[src/rtl/ps2_scan_decoder.sv]
// PS/2 keyboard receiver and scan-code decoder.
// Synchronises and glitch-filters the raw PS/2 lines. Frames 11-bit packets
// (start, 8 data bits LSB-first, odd parity, stop), with a watchdog that
// recovers stalled frames. E0/F0 prefixes are folded into single key events.
// Ports:
//   clk, rst_n     system clock / async active-low reset
//   ps2c, ps2d     raw PS/2 clock and data (asynchronous)
//   byte_valid     1-cycle pulse per good frame; byte_data holds the byte
//   key_valid      1-cycle pulse per key event; key_code/key_ext/key_break held
//   frame_err      1-cycle pulse on start/parity/stop/timeout error
module ps2_scan_decoder #(
    parameter int unsigned CLK_HZ       = 50000000,
    parameter int unsigned FILTER_LEN   = 4,
    parameter int unsigned TIMEOUT_US   = 200,
    parameter int unsigned CHECK_PARITY = 1
) (
    input  logic       clk,
    input  logic       rst_n,
    input  logic       ps2c,
    input  logic       ps2d,
    output logic       byte_valid,
    output logic [7:0] byte_data,
    output logic       key_valid,
    output logic [7:0] key_code,
    output logic       key_ext,
    output logic       key_break,
    output logic       frame_err
);

    localparam int unsigned BYTE_W      = 8;
    localparam int unsigned BIT_CNT_W   = 3;
    localparam int unsigned TIMEOUT_CYC = CLK_HZ / 1000000 * TIMEOUT_US;
    localparam int unsigned WD_W        = $clog2(TIMEOUT_CYC + 1);
    localparam logic [BYTE_W-1:0] CODE_EXT = 8'hE0;
    localparam logic [BYTE_W-1:0] CODE_BRK = 8'hF0;

    typedef enum logic [1:0] {
        IDLE,
        DATA,
        PARITY,
        STOP
    } state_t;

    logic                  c_s1, c_s2, d_s1, d_s2;
    logic [FILTER_LEN-1:0] filt;
    logic                  c_filt;
    logic                  fall_c;

    state_t                state, state_d;
    logic [BIT_CNT_W-1:0]  bit_cnt, bit_cnt_d;
    logic [BYTE_W-1:0]     shreg, shreg_d;
    logic                  par, par_d;
    logic [WD_W-1:0]       wd_cnt;
    logic                  timeout_c;
    logic                  good_c;
    logic                  bad_c;

    logic                  ext_flag;
    logic                  brk_flag;

    // Input synchronisers and clock glitch filter; preset to idle-bus high
    always_ff @(posedge clk or negedge rst_n) begin
        if (!rst_n) begin
            c_s1   <= 1'b1;
            c_s2   <= 1'b1;
            d_s1   <= 1'b1;
            d_s2   <= 1'b1;
            filt   <= '1;
            c_filt <= 1'b1;
        end else begin
            c_s1 <= ps2c;
            c_s2 <= c_s1;
            d_s1 <= ps2d;
            d_s2 <= d_s1;
            filt <= {filt[FILTER_LEN-2:0], c_s2};
            if (filt == '1) begin
                c_filt <= 1'b1;
            end else if (filt == '0) begin
                c_filt <= 1'b0;
            end
        end
    end

    // Filtered clock is about to fall this cycle
    assign fall_c = c_filt && (filt == '0);

    // Frame FSM state register
    always_ff @(posedge clk or negedge rst_n) begin
        if (!rst_n) begin
            state   <= IDLE;
            bit_cnt <= '0;
            shreg   <= '0;
            par     <= 1'b0;
        end else begin
            state   <= state_d;
            bit_cnt <= bit_cnt_d;
            shreg   <= shreg_d;
            par     <= par_d;
        end
    end

    // Frame FSM next state; a fall in the timeout cycle takes priority
    always_comb begin
        state_d   = state;
        bit_cnt_d = bit_cnt;
        shreg_d   = shreg;
        par_d     = par;
        good_c    = 1'b0;
        bad_c     = 1'b0;
        timeout_c = (state != IDLE) && !fall_c && (wd_cnt == WD_W'(TIMEOUT_CYC));
        if (timeout_c) begin
            state_d = IDLE;
            bad_c   = 1'b1;
        end else if (fall_c) begin
            case (state)
                IDLE: begin
                    if (!d_s2) begin
                        state_d   = DATA;
                        bit_cnt_d = '0;
                    end
                end
                DATA: begin
                    shreg_d   = {d_s2, shreg[BYTE_W-1:1]};
                    bit_cnt_d = bit_cnt + BIT_CNT_W'(1);
                    if (bit_cnt == BIT_CNT_W'(BYTE_W - 1)) begin
                        state_d = PARITY;
                    end
                end
                PARITY: begin
                    par_d   = d_s2;
                    state_d = STOP;
                end
                STOP: begin
                    state_d = IDLE;
                    if (d_s2 && ((CHECK_PARITY == 0) || (^{shreg, par}))) begin
                        good_c = 1'b1;
                    end else begin
                        bad_c = 1'b1;
                    end
                end
                default: state_d = IDLE;
            endcase
        end
    end

    // Watchdog: counts clk cycles since the last fall while inside a frame
    always_ff @(posedge clk or negedge rst_n) begin
        if (!rst_n) begin
            wd_cnt <= '0;
        end else if (fall_c || (state == IDLE) || timeout_c) begin
            wd_cnt <= '0;
        end else begin
            wd_cnt <= wd_cnt + WD_W'(1);
        end
    end

    // Byte-level outputs
    always_ff @(posedge clk or negedge rst_n) begin
        if (!rst_n) begin
            byte_valid <= 1'b0;
            byte_data  <= '0;
            frame_err  <= 1'b0;
        end else begin
            byte_valid <= good_c;
            frame_err  <= bad_c;
            if (good_c) begin
                byte_data <= shreg;
            end
        end
    end

    // Prefix folding; any frame error drops pending prefixes
    always_ff @(posedge clk or negedge rst_n) begin
        if (!rst_n) begin
            ext_flag  <= 1'b0;
            brk_flag  <= 1'b0;
            key_valid <= 1'b0;
            key_code  <= '0;
            key_ext   <= 1'b0;
            key_break <= 1'b0;
        end else begin
            key_valid <= 1'b0;
            if (frame_err) begin
                ext_flag <= 1'b0;
                brk_flag <= 1'b0;
            end else if (byte_valid) begin
                if (byte_data == CODE_EXT) begin
                    ext_flag <= 1'b1;
                end else if (byte_data == CODE_BRK) begin
                    brk_flag <= 1'b1;
                end else begin
                    key_valid <= 1'b1;
                    key_code  <= byte_data;
                    key_ext   <= ext_flag;
                    key_break <= brk_flag;
                    ext_flag  <= 1'b0;
                    brk_flag  <= 1'b0;
                end
            end
        end
    end

endmodule

[config.mk]
export PLATFORM = sky130hd
export DESIGN_NAME = ps2_scan_decoder
export DESIGN_NICKNAME = d
export VERILOG_FILES = /design/src/rtl/ps2_scan_decoder.sv
export SDC_FILE = /design/constraint.sdc
export NUM_CORES = 1
export LEC_CHECK = 0
export CORE_ASPECT_RATIO = 0.7
export CORE_MARGIN = 5
export CORE_UTILIZATION = 35
export CTS_CLUSTER_DIAMETER = 200
export DETAILED_ROUTE_END_ITERATION = 8
export SKIP_CTS_REPAIR_TIMING = 1
export SLEW_MARGIN = 40
export SYNTH_ARGS = -nofsm -noshare
export SYNTH_HDL_FRONTEND = slang
export SYNTH_SLANG_ARGS = --single-unit
[constraint.sdc]
create_clock -name clk -period 2 [get_ports clk]
set_input_delay 0.4 -clock clk [delete_from_list [all_inputs] [get_ports clk]]
set_output_delay 0.4 -clock clk [all_outputs]
set_load 0.005 [all_outputs]
# After elaboration in Yosys (flattened, before gate mapping)
# Index checks and enable logic that the tools add are counted.
word_totals:
  reg_bits: 60
  output_inout_bits: 21
  word_cells: 91
  inputBits: 4
classes:
  bitwise: 4
  addsub: 2
  reduce_logical: 22
  muxes: 30
  eq_ne: 13
op_table:
  columns: ["op", "count"]
  rows:
  - ["1-bit two-way mux", 22]
  - ["8-bit == test (second input constant)", 2]
  - ["14-bit by 1-bit adder with 14-bit output (second input constant)", 1]
  - ["14-bit == test (second input constant)", 1]
  - ["14-bit two-way mux", 1]
  - ["2-bit nonzero test", 5]
  - ["3-bit inequality test (second input constant)", 3]
  - ["3-bit AND reduction", 3]
  - ["9-bit XOR reduction", 1]
  - ["2-bit two-way mux", 4]
  - ["2-bit case mux with 4 select lines", 1]
  - ["4-bit AND reduction", 2]
  - ["3-bit case mux with 2 select lines", 1]
  - ["2-bit == test (second input constant)", 2]
  - ["4-bit == test (second input constant)", 1]
  - ["1-bit logical AND", 4]
  - ["4-bit logical NOT", 1]
  - ["2-bit inequality test (second input constant)", 2]
  - ["1-bit NOT", 4]
  - ["2-bit AND reduction", 2]
  - ["3-bit by 1-bit adder with 3-bit output (second input constant)", 1]
  - ["3-bit == test (second input constant)", 1]
  - ["3-bit two-way mux", 1]
  - ["2-bit by 1-bit == test with 1-bit output (second input constant)", 1]
  - ["other kinds (3)", 4]

# Depth between registers and ports, before layout
depth:
  word_depth: 7
  mapped_depth: 8

# Worst setup path before layout
# OpenSTA, ideal clock, no wires.
synth_path:
  kind: "flip-flop to flip-flop"
  startpoint: "register shreg[1]"
  endpoint: "register byte_data[0]"
  setup_time_ns: 0.125
  n_path_buf: 0
  t_arrival_ns: 1.679
  stages_incl_launch_ff: 6
  slack_ns: 0.196
  path_cell_list: "dfrtp_1 > xor2_1 > xnor3_1 > xnor2_1 > nand4b_4 > mux2_2"
synth_via:
  elab_chain_cells: 6
synth_rtl:
  columns: ["item", "line_no", "rtl"]
  rows:
  - ["start, declared", "51", "logic [BYTE_W-1:0] shreg, shreg_d;"]
  - ["start signal, assigned", "97", "shreg <= shreg_d;"]
  - ["9-bit XOR reduction", "135", "if (d_s2 && ((CHECK_PARITY == 0) || (^{shreg, par}))) begin"]
  - ["1-bit logical AND", "135", null]
  - ["1-bit two-way mux", "135", null]
  - ["1-bit two-way mux", "115", "case (state)"]
  - ["1-bit two-way mux", "114", "end else if (fall_c) begin"]
  - ["1-bit two-way mux", "111", "if (timeout_c) begin"]
  - ["end signal, assigned", "167", "byte_data <= shreg;"]
  - ["end, declared", "22", "output logic [7:0] byte_data,"]
# Every way passes these cells.
# A chain may end at the register's enable or synchronous reset.

# Worst setup path in the final report
layout_path:
  startpoint: "register shreg[1]"
  endpoint: "register byte_data[4]"
# Same word-level chain as after synthesis.

==> impl_metrics.toml <==
[run_status]
status = "finished, final reports clean"

[timing]
finalMaxSlewViolations = 0
min_period_over_period = 0.9579
max_freq_ghz = 0.5220
min_period_ns = 1.916
slew_headroom = 0.7122
rsz0062_at_grt = "false"
setup_viol = 0
finClkSkew_ns = 0.01089
finalHoldViolations = 0
worst_slew_pin_slew_ns = 0.4262

[synthesis]
avgSynthCellArea_sq_um = 12.61
ys_ff_latch = 60
synth_edf_count = 0
yosysWarnings = 0
synth_nets = 222
syn_inst = 209
async_flop_share = 1.000
synth-main-ff-cell = "dfrtp_1"
synth_area_sq_um = 2635
synthDistinctLibCells = 35
seq_area_frac_synth = 0.5741

[placed_design]
postPlaceCellArea_sq_um = 3003
port_buffers = 24
placed_cells = 329
routabilityCongestion = 0.8102
dp_hpwl_um = 3015

[global_routing]
grt_pass1_wl_um = 7721
antenna_found_initial = 0
gr-total-overflow = 0
grt_pass1_vias = 1574
grt.total_usage = 0.1069
grt_max_degree = 61

[critical_path]
path_class = "reg2reg"
path_cells = "xor2_1 > xnor3_1 > xnor2_2 > nand4b_4 > mux2_2"
critical_path.slowest_cell = "xnor3_1"
worstPathArrival_ns = 2.13
crit_fanout = 8
r2r_cells = 5
worstPathRequired_ns = 2.21
cp-end-kind = "flip-flop"
worstReg2RegStart = "shreg[1]"
r2r_end = "byte_data[4]"
crit_path_max_incr_delay_ns = 0.45
reg2reg_setup_slack_ns = 0.08
startpoint_type = "flip-flop"

[detailed_routing]
first_iter_violations = 35
avgRoutedWirePerCell_um = 12.82
route.vias.total = 1626
firstDrtPassIters = 4
ant_nets = 0
vias_per_cell = 4.672
drc = 0
wl_um = 4460

[clock_tree]
htreeDepth = 3
cts_tree = "yes"
clk_latency_ns = 0.33
clk_path_buf_depth = 2
clk_pin_slew_ns = 0.07
ctsRootBufferMaster = "clkbuf_8"
cts.sinks = 60
numCtsBuffers = 9

[power_and_ir_drop]
p_switching_uw = 552.5
p_leak_nw = 1.504
swShare = 0.2231
power_mw = 2.477
power_frac_seq = 0.509
p_int_mw = 1.924
peakVddDrop_v = 0.0004202
power_density_nw_per_um2 = 765.5
clkPwrFrac = 0.440
power_frac_comb = 0.051

[floorplan]
core_area_sq_um = 7320
boundaryPins = 25
start_util = 0.3600
rows = 26
die_y_um = 82.60
dieArea_sq_um = 9391
dieWidth_um = 113.7

[layout]
drive_gt1_frac = 0.2600
syn_to_final_growth_pct = 22.79
final_cells = 348
fin_area_sq_um = 3236
fin_nets = 258
final_cell_mix = "51 x dfrtp_1, 27 x mux2_2, 23 x nor2_1, 23 x clkdlybuf4s50_1, 11 x clkbuf_8"
mostFrequentLayoutCell = "dfrtp_1"
diodes = 0

[worst_hold_path]
hp-class = "in2async"

[run]
drv_cap = 0
==> critical path: cells and delay by family, from the launching register on <==
kind / cells / cell delay [ns]
flops: 1 / 0.41
simple gates: 1 / 0.23
mux: 1 / 0.35
xor+xnor: 3 / 0.80
==> cell type report <==
cell class / instances / area [sq um]
clock inverter: 4 / 47.55
inverter: 8 / 30.03
timing repair buffer: 31 / 300.3
sequential: 60 / 1513
multi-input combinational: 135 / 1067
tap: 98 / 122.6
fill: 673 / 4084
clock buffer: 12 / 155.1
==> cell families (layout without fill, tap and decap cells) <==
kind of cell	after synthesis	after routing	synth area share
AO/OA/AOI/OAI	16	16	0.03941
XOR/XNOR	19	19	0.06838
adder cells (fa/ha/maj)	9	9	0.04274
buffers and inverters	14	55	0.02374
flip-flops	60	60	0.5741
multiplexers	28	28	0.1192
AND/OR/NAND/NOR	63	63	0.1325
==> sequential cells by signal, indices dropped and copies added, names as in the netlist <==
name / count
key_valid: 1
c_s2: 1
brk_flag: 1
key_ext: 1
state: 2
par: 1
c_filt: 1
key_code: 8
c_s1: 1
wd_cnt: 14
d_s2: 1
key_break: 1
byte_data: 8
bit_cnt: 3
d_s1: 1
byte_valid: 1
frame_err: 1
shreg: 8
ext_flag: 1
filt: 4
==> power groups by stage <==
| stage | logic [mW] | clock network, mW | registers [mW] |
|---|---|---|---|
| floorplan | 0.0736 | 0 | 1.28 |
| detailed placement | 0.127 | 0 | 1.28 |
| global placement | 0.124 | 0 | 1.28 |
| global route | 0.146 | 1.18 | 1.26 |
| finish | 0.127 | 1.09 | 1.26 |
| CTS | 0.128 | 1.12 | 1.26 |
==> worst max path at each step <==
stage               startpoint      endpoint  slack (ns)  cells past startpoint
floorplan             shreg[1]  byte_data[0]        0.20                      5
global placement      shreg[1]  byte_data[7]        0.08                      5
detailed placement    shreg[1]  byte_data[3]       0.007                      5
CTS                   shreg[1]  byte_data[4]      -0.005                      5
global route          shreg[1]  byte_data[3]       0.006                      5
finish                shreg[1]  byte_data[4]        0.08                      5
==> routing by layer <==
metal  track usage  part of all wire  up-vias
li1              -                 -      793
met1        0.1411              0.51      804
met2        0.1580              0.44       24
met3       0.04151             0.036        5
met4       0.04322             0.015        0
met5             0                 0        -
==> per-stage QoR <==
stage          setup TNS [ns]  hold WS (ns)  utilization  setup WS [ns]
2_1_floorplan               0        0.1044            -         0.1964
3_3_place_gp                0        0.3459       0.4103        0.07844
3_5_place_dp                0        0.3470       0.4103       0.007202
4_1_cts             -0.008756       0.06913       0.4379      -0.004655
5_1_grt                     0       0.08523       0.4421       0.005934
6_report                    0       0.06667       0.4421        0.08418
==> synth_stat cells, drive strengths merged, types with 4 or more instances <==
cell type  number  area (sq um)
dfrtp          51          1276
nand2           8         37.54
nor2           23         86.33
mux2           27         304.0
a21oi           4         20.02
xnor2          10         87.58
nand3           8         40.04
dfstp           9         236.5
inv             8         30.03
ha              9         112.6
xor2            8         70.07
Note: power is estimated with default switching activity, not from simulation.
